$ cat src/rtl/fib_seq_gen_if.sv
// Valid/ready term stream carrying a Fibonacci value, its index and an end-of-run marker.
interface fib_seq_gen_if #(
    parameter int WIDTH = 8,
    parameter int CNT_W = 6
);
    logic [WIDTH-1:0] out_data;
    logic [CNT_W-1:0] out_index;
    logic             out_valid;
    logic             out_ready;
    logic             out_last;

    modport master (
        output out_data,
        output out_index,
        output out_valid,
        output out_last,
        input  out_ready
    );

    modport slave (
        input  out_data,
        input  out_index,
        input  out_valid,
        input  out_last,
        output out_ready
    );
endinterface

$ cat src/rtl/fib_seq_gen.sv
// Length-controlled, back-pressurable Fibonacci term source with overflow truncate/wrap modes.
module fib_seq_gen #(
    parameter int WIDTH = 8,
    parameter int CNT_W = 6
) (
    input  logic             clk,
    input  logic             rst,
    input  logic             i_start,
    input  logic [CNT_W-1:0] i_n_terms,
    input  logic             i_stop_on_ovf,
    input  logic             i_abort,
    fib_seq_gen_if.master    o_stream,
    output logic             o_busy,
    output logic             o_done,
    output logic             o_overflow
);

    typedef enum logic [1:0] {
        IDLE = 2'd0,
        RUN  = 2'd1,
        DONE = 2'd2
    } state_t;

    state_t           r_state;
    state_t           w_next;
    logic [WIDTH-1:0] r_a;
    logic [WIDTH-1:0] r_b;
    logic             r_a_ovf;
    logic             r_b_ovf;
    logic             r_stop;
    logic             r_overflow;
    logic [CNT_W-1:0] r_idx;
    logic [CNT_W-1:0] r_n;
    logic [WIDTH:0]   w_sum;
    logic             w_run;
    logic             w_last;
    logic             w_xfer;
    logic             w_accept;
    logic             w_ovf_hit;

    assign w_run     = (r_state == RUN);
    assign w_sum     = {1'b0, r_a} + {1'b0, r_b};
    assign w_last    = w_run && ((r_idx == (r_n - CNT_W'(1))) || (r_stop && r_b_ovf));
    assign w_xfer    = w_run && o_stream.out_ready;
    assign w_accept  = (r_state == IDLE) && i_start;
    // Wrap mode flags a wrapped term as it leaves; stop mode flags the term that truncated the run.
    assign w_ovf_hit = w_xfer && (r_stop ? (w_last && r_b_ovf) : r_a_ovf);

    assign o_overflow = r_overflow;

    always_ff @(posedge clk) begin
        if (rst) begin
            r_state <= IDLE;
        end else begin
            r_state <= w_next;
        end
    end

    always_comb begin
        w_next             = r_state;
        o_stream.out_valid = 1'b0;
        o_stream.out_data  = '0;
        o_stream.out_index = '0;
        o_stream.out_last  = 1'b0;
        o_busy             = 1'b0;
        o_done             = 1'b0;
        case (r_state)
            IDLE: begin
                if (i_start) begin
                    w_next = (i_n_terms == '0) ? DONE : RUN;
                end
            end
            RUN: begin
                o_stream.out_valid = 1'b1;
                o_stream.out_data  = r_a;
                o_stream.out_index = r_idx;
                o_stream.out_last  = w_last;
                o_busy             = 1'b1;
                // abort outranks a coincident final transfer, so no done pulse follows it
                if (i_abort) begin
                    w_next = IDLE;
                end else if (w_xfer && w_last) begin
                    w_next = DONE;
                end
            end
            DONE: begin
                o_busy = 1'b1;
                o_done = 1'b1;
                w_next = IDLE;
            end
            default: begin
                w_next = IDLE;
            end
        endcase
    end

    always_ff @(posedge clk) begin
        if (rst) begin
            r_a        <= '0;
            r_b        <= '0;
            r_a_ovf    <= 1'b0;
            r_b_ovf    <= 1'b0;
            r_stop     <= 1'b0;
            r_overflow <= 1'b0;
            r_idx      <= '0;
            r_n        <= '0;
        end else if (w_accept) begin
            r_n        <= i_n_terms;
            r_stop     <= i_stop_on_ovf;
            r_overflow <= 1'b0;
            r_a        <= '0;
            r_b        <= WIDTH'(1);
            r_a_ovf    <= 1'b0;
            r_b_ovf    <= 1'b0;
            r_idx      <= '0;
        end else if (w_xfer) begin
            r_a     <= r_b;
            r_b     <= w_sum[WIDTH-1:0];
            r_a_ovf <= r_b_ovf;
            r_b_ovf <= r_b_ovf | w_sum[WIDTH];
            r_idx   <= r_idx + CNT_W'(1);
            if (w_ovf_hit) begin
                r_overflow <= 1'b1;
            end
        end
    end

endmodule

$ cat src/flat_wrapper.sv
// flat-port wrapper written by rule: the top's interface ports become plain ports
module fib_seq_gen_flat 
#(
    parameter int WIDTH = 8,
    parameter int CNT_W = 6
)
  (clk, rst, i_start, i_n_terms, i_stop_on_ovf, i_abort, o_busy, o_done, o_overflow, o_stream_out_data, o_stream_out_index, o_stream_out_valid, o_stream_out_last, o_stream_out_ready);
  fib_seq_gen_if #(.WIDTH(WIDTH), .CNT_W(CNT_W)) o_stream_i ();
  input  logic clk;
  input  logic rst;
  input  logic i_start;
  input  logic [CNT_W-1:0] i_n_terms;
  input  logic i_stop_on_ovf;
  input  logic i_abort;
  output logic o_busy;
  output logic o_done;
  output logic o_overflow;
  output wire logic [$bits(o_stream_i.out_data)-1:0] o_stream_out_data;
  output wire logic [$bits(o_stream_i.out_index)-1:0] o_stream_out_index;
  output wire logic [$bits(o_stream_i.out_valid)-1:0] o_stream_out_valid;
  output wire logic [$bits(o_stream_i.out_last)-1:0] o_stream_out_last;
  input wire logic [$bits(o_stream_i.out_ready)-1:0] o_stream_out_ready;
  assign o_stream_out_data = o_stream_i.out_data;
  assign o_stream_out_index = o_stream_i.out_index;
  assign o_stream_out_valid = o_stream_i.out_valid;
  assign o_stream_out_last = o_stream_i.out_last;
  assign o_stream_i.out_ready = o_stream_out_ready;
  fib_seq_gen #(.WIDTH(WIDTH), .CNT_W(CNT_W)) u_core (.clk(clk), .rst(rst), .i_start(i_start), .i_n_terms(i_n_terms), .i_stop_on_ovf(i_stop_on_ovf), .i_abort(i_abort), .o_stream(o_stream_i), .o_busy(o_busy), .o_done(o_done), .o_overflow(o_overflow));
endmodule
$ cat config.mk
export PLATFORM = sky130hd
export DESIGN_NAME = fib_seq_gen_flat
export DESIGN_NICKNAME = d
export VERILOG_FILES = /design/src/rtl/fib_seq_gen_if.sv /design/src/rtl/fib_seq_gen.sv /design/src/flat_wrapper.sv
export SDC_FILE = /design/constraint.sdc
export NUM_CORES = 1
export LEC_CHECK = 0
export ABC_AREA = 1
export ABC_CLOCK_PERIOD_IN_PS = 2100
export CAP_MARGIN = 0
export CELL_PAD_IN_SITES_DETAIL_PLACEMENT = 0
export CELL_PAD_IN_SITES_GLOBAL_PLACEMENT = 1
export CORE_UTILIZATION = 44
export CTS_BUF_LIST = sky130_fd_sc_hd__clkbuf_4 sky130_fd_sc_hd__clkbuf_8 sky130_fd_sc_hd__clkbuf_16
export DETAILED_ROUTE_END_ITERATION = 10
export DONT_BUFFER_PORTS = 1
export PLACE_DENSITY = 0.78
export SLEW_MARGIN = 20
export SYNTH_ARGS = -nofsm -noshare
export SYNTH_HDL_FRONTEND = slang
export SYNTH_SLANG_ARGS = --single-unit
export TNS_END_PERCENT = 10
$ cat constraint.sdc
create_clock -name clk -period 2.1 [get_ports clk]
set_input_delay 0.42 -clock clk [delete_from_list [all_inputs] [get_ports clk]]
set_output_delay 0.42 -clock clk [all_outputs]
set_load 0.01 [all_outputs]
* After elaboration in Yosys (flattened, before gate mapping)
Index checks and enable logic that the tools add are counted.
** Storage, ports and cells
- Register bits :: 34
- Input port bits :: 12
- Output and inout port bits :: 19
- Word-level logic and storage cells :: 48
** Cells by class
- $add $sub $neg :: 3
- Equality and inequality tests :: 5
- Mux-type cells :: 14
- Bitwise operators :: 1
- Reductions and logical operators :: 15
** Operators by type and width (number)
- 8-bit by 8-bit adder with 9-bit output :: 1
- 2-bit 2-to-1 mux :: 4
- 8-bit 2-to-1 mux :: 1
- 1-bit logical AND :: 7
- 1-bit 2-to-1 mux :: 7
- 6-bit by 1-bit adder with 6-bit output, second input constant :: 1
- 6-bit == test :: 1
- 6-bit logical NOT :: 1
- 6-bit 2-to-1 mux :: 1
- 6-bit by 1-bit subtractor with 6-bit output, second input constant :: 1
- 2-bit one-hot mux with 2 select lines :: 1
- 2-bit AND reduction :: 2
- 2-bit OR reduction :: 2
- 3-bit != test, second input constant :: 1
- 2-bit by 1-bit == test with 1-bit output, second input constant :: 1
- 2-bit == test, second input constant :: 1
- 2-bit logical NOT :: 1
- 2-bit != test, second input constant :: 1
- 2-bit nonzero test :: 1
- 1-bit logical OR :: 1
- 1-bit OR :: 1

* Depth between registers and ports, before layout
- Depth after elaboration :: 8
- Mapped depth :: 15
- Depth with buffers taken out :: 15

* Least setup slack after synthesis
No wires, ideal clock.
- Kind :: reg-to-reg
- Start point :: register u_core.r_a[0]
- End point :: register u_core.r_b[6]
- Library setup time :: 0.113 ns
- Arrival time :: 1.606 ns
- Data required time :: 1.987 ns
- Slack :: 0.381 ns
- Cell stages (with the launch flop) :: 12
- Buffers on the path :: 0
- Period minus slack after synthesis :: 1.719 ns
- Cell sequence :: dfxtp_1 > ha_1 > inv_1 > fa_1 > nand3b_1 > nand2_1 > a21oi_1 > nor2_1 > nor2_1 > xnor2_1 > o21ai_1 > inv_1
** On the way
- Word-level cells in the longest chain between the ends :: 1
** Ends and longest elaborated chain
- start: declaration :: line fib_seq_gen.sv:26 : logic [WIDTH-1:0] r_a;
- start signal: assignment :: line fib_seq_gen.sv:117 : r_a <= r_b;
- 8-bit by 8-bit adder with 9-bit output :: line fib_seq_gen.sv:42 : assign w_sum = {1'b0, r_a} + {1'b0, r_b};
- end signal: assignment :: line fib_seq_gen.sv:118 : r_b <= w_sum[WIDTH-1:0];
- end: declaration :: line fib_seq_gen.sv:27 : logic [WIDTH-1:0] r_b;
No other way between the ends.
A chain may end at the register's enable or synchronous reset.

* Final worst setup path
- Start point :: register u_core.r_n[0]
- End point :: output port o_stream_out_last
** On the way
- Word-level cells in the longest chain between the ends :: 5
** Ends and longest elaborated chain
- start: declaration :: line fib_seq_gen.sv:33 : logic [CNT_W-1:0] r_n;
- start signal: assignment :: line fib_seq_gen.sv:108 : r_n <= i_n_terms;
- 6-bit by 1-bit subtractor with 6-bit output :: line fib_seq_gen.sv:43 : assign w_last = w_run && ((r_idx == (r_n - CNT_W'(1))) || (r_stop && r_b_ovf));
- 6-bit == test :: line fib_seq_gen.sv:43
- 1-bit logical OR :: line fib_seq_gen.sv:43
- 1-bit logical AND :: line fib_seq_gen.sv:43
- 1-bit 2-to-1 mux :: line fib_seq_gen.sv:67 : case (r_state)
- end: declaration :: line flat_wrapper.sv:21 : output wire logic [$bits(o_stream_i.out_last)-1:0] o_stream_out_last;
No other way between the ends.

==> results.md <==
- Status: finished, final reports clean
- Util after Layout: 50.55%
- Dpl cell area: about 2000 sq um
- Combinational family with the most area after synthesis: simple AND/OR/NAND/NOR gates
- Worst-margin pin slew: between 0.3 and 0.4 ns
- Vias in the first global route: 1629
- Crit path launch: u_core.r_n[0]
- Critical Path RT: between 1.5 and 2 ns
- RePlAce Congestion: ~0.76
- Mapped Area: 1993 sq um
- Design area: 2201 sq um
- Clk_skew: 0.005221 ns
- Sw power: 0.4450 mW
- Core area: 4354 sq um
- Crit path cell chain: inv_4, ha_4, inv_2, nand2_2, nand2_2, nor2_2, nand2_1, nor2_2, nand3_2, a21oi_4
- DR iter-0 viols: between 90 and 100
- Crit start category: flop
- Worst reg2reg path depth: 11
- Terminus of the critical flop-to-flop path: u_core.r_b[6]
- P per Cell Area: 684.9 nW/um^2
- Overall Global Routing Usage: 19.31%
- TritonCTS Sinks: 34
- Worst path slowest cell: dfxtp_2
- CP Buf/Inv Count: 2
- Worst vdd ir: 0.4456 mV
- Vias: around 1700
- Internal: 1.062 mW
- Maximum number of pins on one net before global-route repair: 25
- Slew Limit Fails: 0
- Starting Density: 45.78%
- Critical Path Fanout Max: 3
- DRC: 0
- DR pass1 iterations: 6
- Hold Path Class: primary input to flop
- First-pass GRT wire length: 7410 microns
- Final setup violation count: 0
- Unrepaired setup endpoints after global routing: yes
- Critical path type: flop to output pin
- Clk_lat worst skew: 0.28 ns
- ANT cells: 0
- Root Buffer: clkbuf_8
- Rows: 24
- Fin crit share: between 90% and 100%
- H-tree Lvls: 2
- P_leak: 1.072 nW
- Simple-gate share of the synthesized area: approximately a quarter
- Area share of the largest cell type after synthesis: 34.15%
- Top cells by area, synth: dfxtp_1 (34%), nand2_1 (12%), a21oi_1 (8.5%)
- FF+latch area: 683.2 sq um
- Antenna viol nets, final: 0
- Final Hold Fails: 0
- Top Family by Delay on Critical Path: simple AND/OR/NAND/NOR gates
- Die H: around 69 microns
- Dpl hpwl: roughly 3200 microns
- Power share of the clock group: 33.7%
- Logic pwr share: between 10% and 20%
- Post-synthesis mux area share: 0%
- Synth unique cells: 30
- WP data arrival: about 1.6 ns
- Routed length per instance: 12.04 microns
- CTS tree: yes
- Cells after Synth: ~300
- Final net count: approximately 330
- Slew HR: 75.52%
- Cell accounting for the most synthesized area: dfxtp_1
- Post-Synth XOR/XNOR Area: around 2.6%
- Initial antenna violation count: 0
- Layout cells sized above 1: 14.24%
- Chip Width: 69.31 microns
- Critical Path Stages: 10
- CP endpoint: o_stream_out_last
- Clock transition at path regs: roughly 0.07 ns
- Adder-Cell Fraction of Synth Area: 9.165%
- Hold Buf Count CTS: 0
- Io pins: 31
- Synthesis Warnings: 0
- Highest clock rate: 0.4900 GHz
- Launching point of the worst reg2reg path: u_core.r_a[0]
- Layout area overhead: 10.42%
- Die area: 4803 sq um
- WL final: 4261 microns
- Number of synthesized register bits: 34
- I/O Buffers: 0
- Min Tclk post-route: a little over 2 ns
- Grt ovf: 0
- R2r setup slk: 0.24 ns
- Sequential area share after synthesis: 34.15%
- Synth Area in Compound Gates: 17.58%
- Sequential Power Share: 46.8%
- Crit. End Element: output pin
- Mapped Nets: 322
- Num CTS Buffers: 5
- Drt via density: 4.893
- CTS Buffer Depth: 2
- Worst path max stage delay: 0.37 ns
- Multi-input gate area: 1095 sq um
- Max-cap violations: 0
- Avg Cell Area, Syn: about 6.7 sq um
- Fill cells: 458
- Sw frac: 29.52%
-- per-stage QoR --
stage / std cells / power, mW / setup WS [ns] / setup TNS, ns / hold WS (ns)
final: 354 / 1.507 / 0.05917 / 0 / 0.1941
after global routing: 354 / 1.603 / -0.04431 / -0.04431 / 0.1751
after CTS: 352 / 1.501 / 0.02076 / 0 / 0.1792
after detailed placement: 344 / 0.9893 / 0.2468 / 0 / 0.4509
after floorplan: 296 / 0.9267 / 0.3806 / 0 / 0.4238
after global placement: 344 / 0.9879 / 0.3010 / 0 / 0.4442
-- how the worst min path moves through the flow --
stage	depth (start not counted)	slack [ns]	startpoint	endpoint
final	1	0.19	rst	u_core.r_state[0]
after global routing	1	0.18	rst	u_core.r_state[0]
after CTS	1	0.18	rst	u_core.r_state[0]
after detailed placement	2	0.45	u_core.r_a_ovf	u_core.r_a_ovf
after global placement	2	0.44	u_core.r_a_ovf	u_core.r_a_ovf
after floorplan	2	0.42	u_core.r_a_ovf	u_core.r_a_ovf
-- registers in the layout, summed over array words and instances, names as in the netlist --
register	cells
u_core.r_b	8
u_core.o_overflow	1
u_core.r_a_ovf	1
u_core.r_n	6
u_core.r_state	2
u_core.r_a	8
u_core.r_stop	1
u_core.r_idx	6
u_core.r_b_ovf	1
-- power groups by stage --
stage	combinational, mW	clock [mW]	sequential (mW)
after global placement	0.271	0	0.717
after global routing	0.338	0.556	0.710
after CTS	0.273	0.524	0.704
after floorplan	0.215	0	0.712
final	0.293	0.508	0.706
after detailed placement	0.272	0	0.718
-- cell families (layout without fill, tap and decap cells) --
kind of cell               count (synthesis)  count (layout)
xor gates and xnor gates                   6               6
AOI/OAI and AO/OA                         66              66
buffers and inverters                     63              69
adders and majority gates                 14              14
and+or+nand+nor                          113             113
DFF                                       34              34
-- layer usage --
layer	vias to the layer above	wire length, microns	GRT usage (%)
met5	-	0	0
met4	0	8	5.215
met3	2	139	5.669
met2	34	1822	29.56
met1	761	2290	26.43
li1	935	-	-
-- layout by cell type (no fill, tap or decap), types with 4 or more instances in the layout --
master / synthesis / final
o21ai_0: 21 / 21
xor2_1: 4 / 4
nor2_1: 25 / 24
a21oi_1: 34 / 33
nand2_2: 2 / 4
nand3_1: 7 / 7
buf_4: 1 / 7
ha_1: 13 / 12
inv_1: 43 / 42
dfxtp_1: 34 / 32
o21ai_1: 5 / 5
nand2_1: 66 / 64
inv_2: 10 / 9
clkbuf_8: 0 / 6
-- repair_timing --
action                     in CTS  in global routing
setup endpoints to repair       1                  1
pin swaps                       1                  8
cloned                          0                  0
resized for setup               2                  9
buffers inserted                0                  2
-- Yosys cell counts (all sizes together) --
cell,instances
ha,13
o21a,1
o21ai,26
xor2,4
o211ai,1
nor2,27
o221ai,1
buf,6
clkbuf,3
nand2,68
nand3,9
and3,1
nor3b,1
nor3,3
or2,1
xnor2,2
inv,54
nand4,1
nand3b,2
a21oi,37
dfxtp,34
fa,1
-- final cells by class --
cell class	count	area share, %
Clock inverter	1	0.2274
Tap cell	52	2.956
Timing Repair Buffer	7	2.388
Clock buffer	7	4.093
Inverter	54	9.551
Multi-Input combinational cell	199	49.74
Sequential cell	34	31.04
Note: power is estimated with default switching activity, not from simulation.
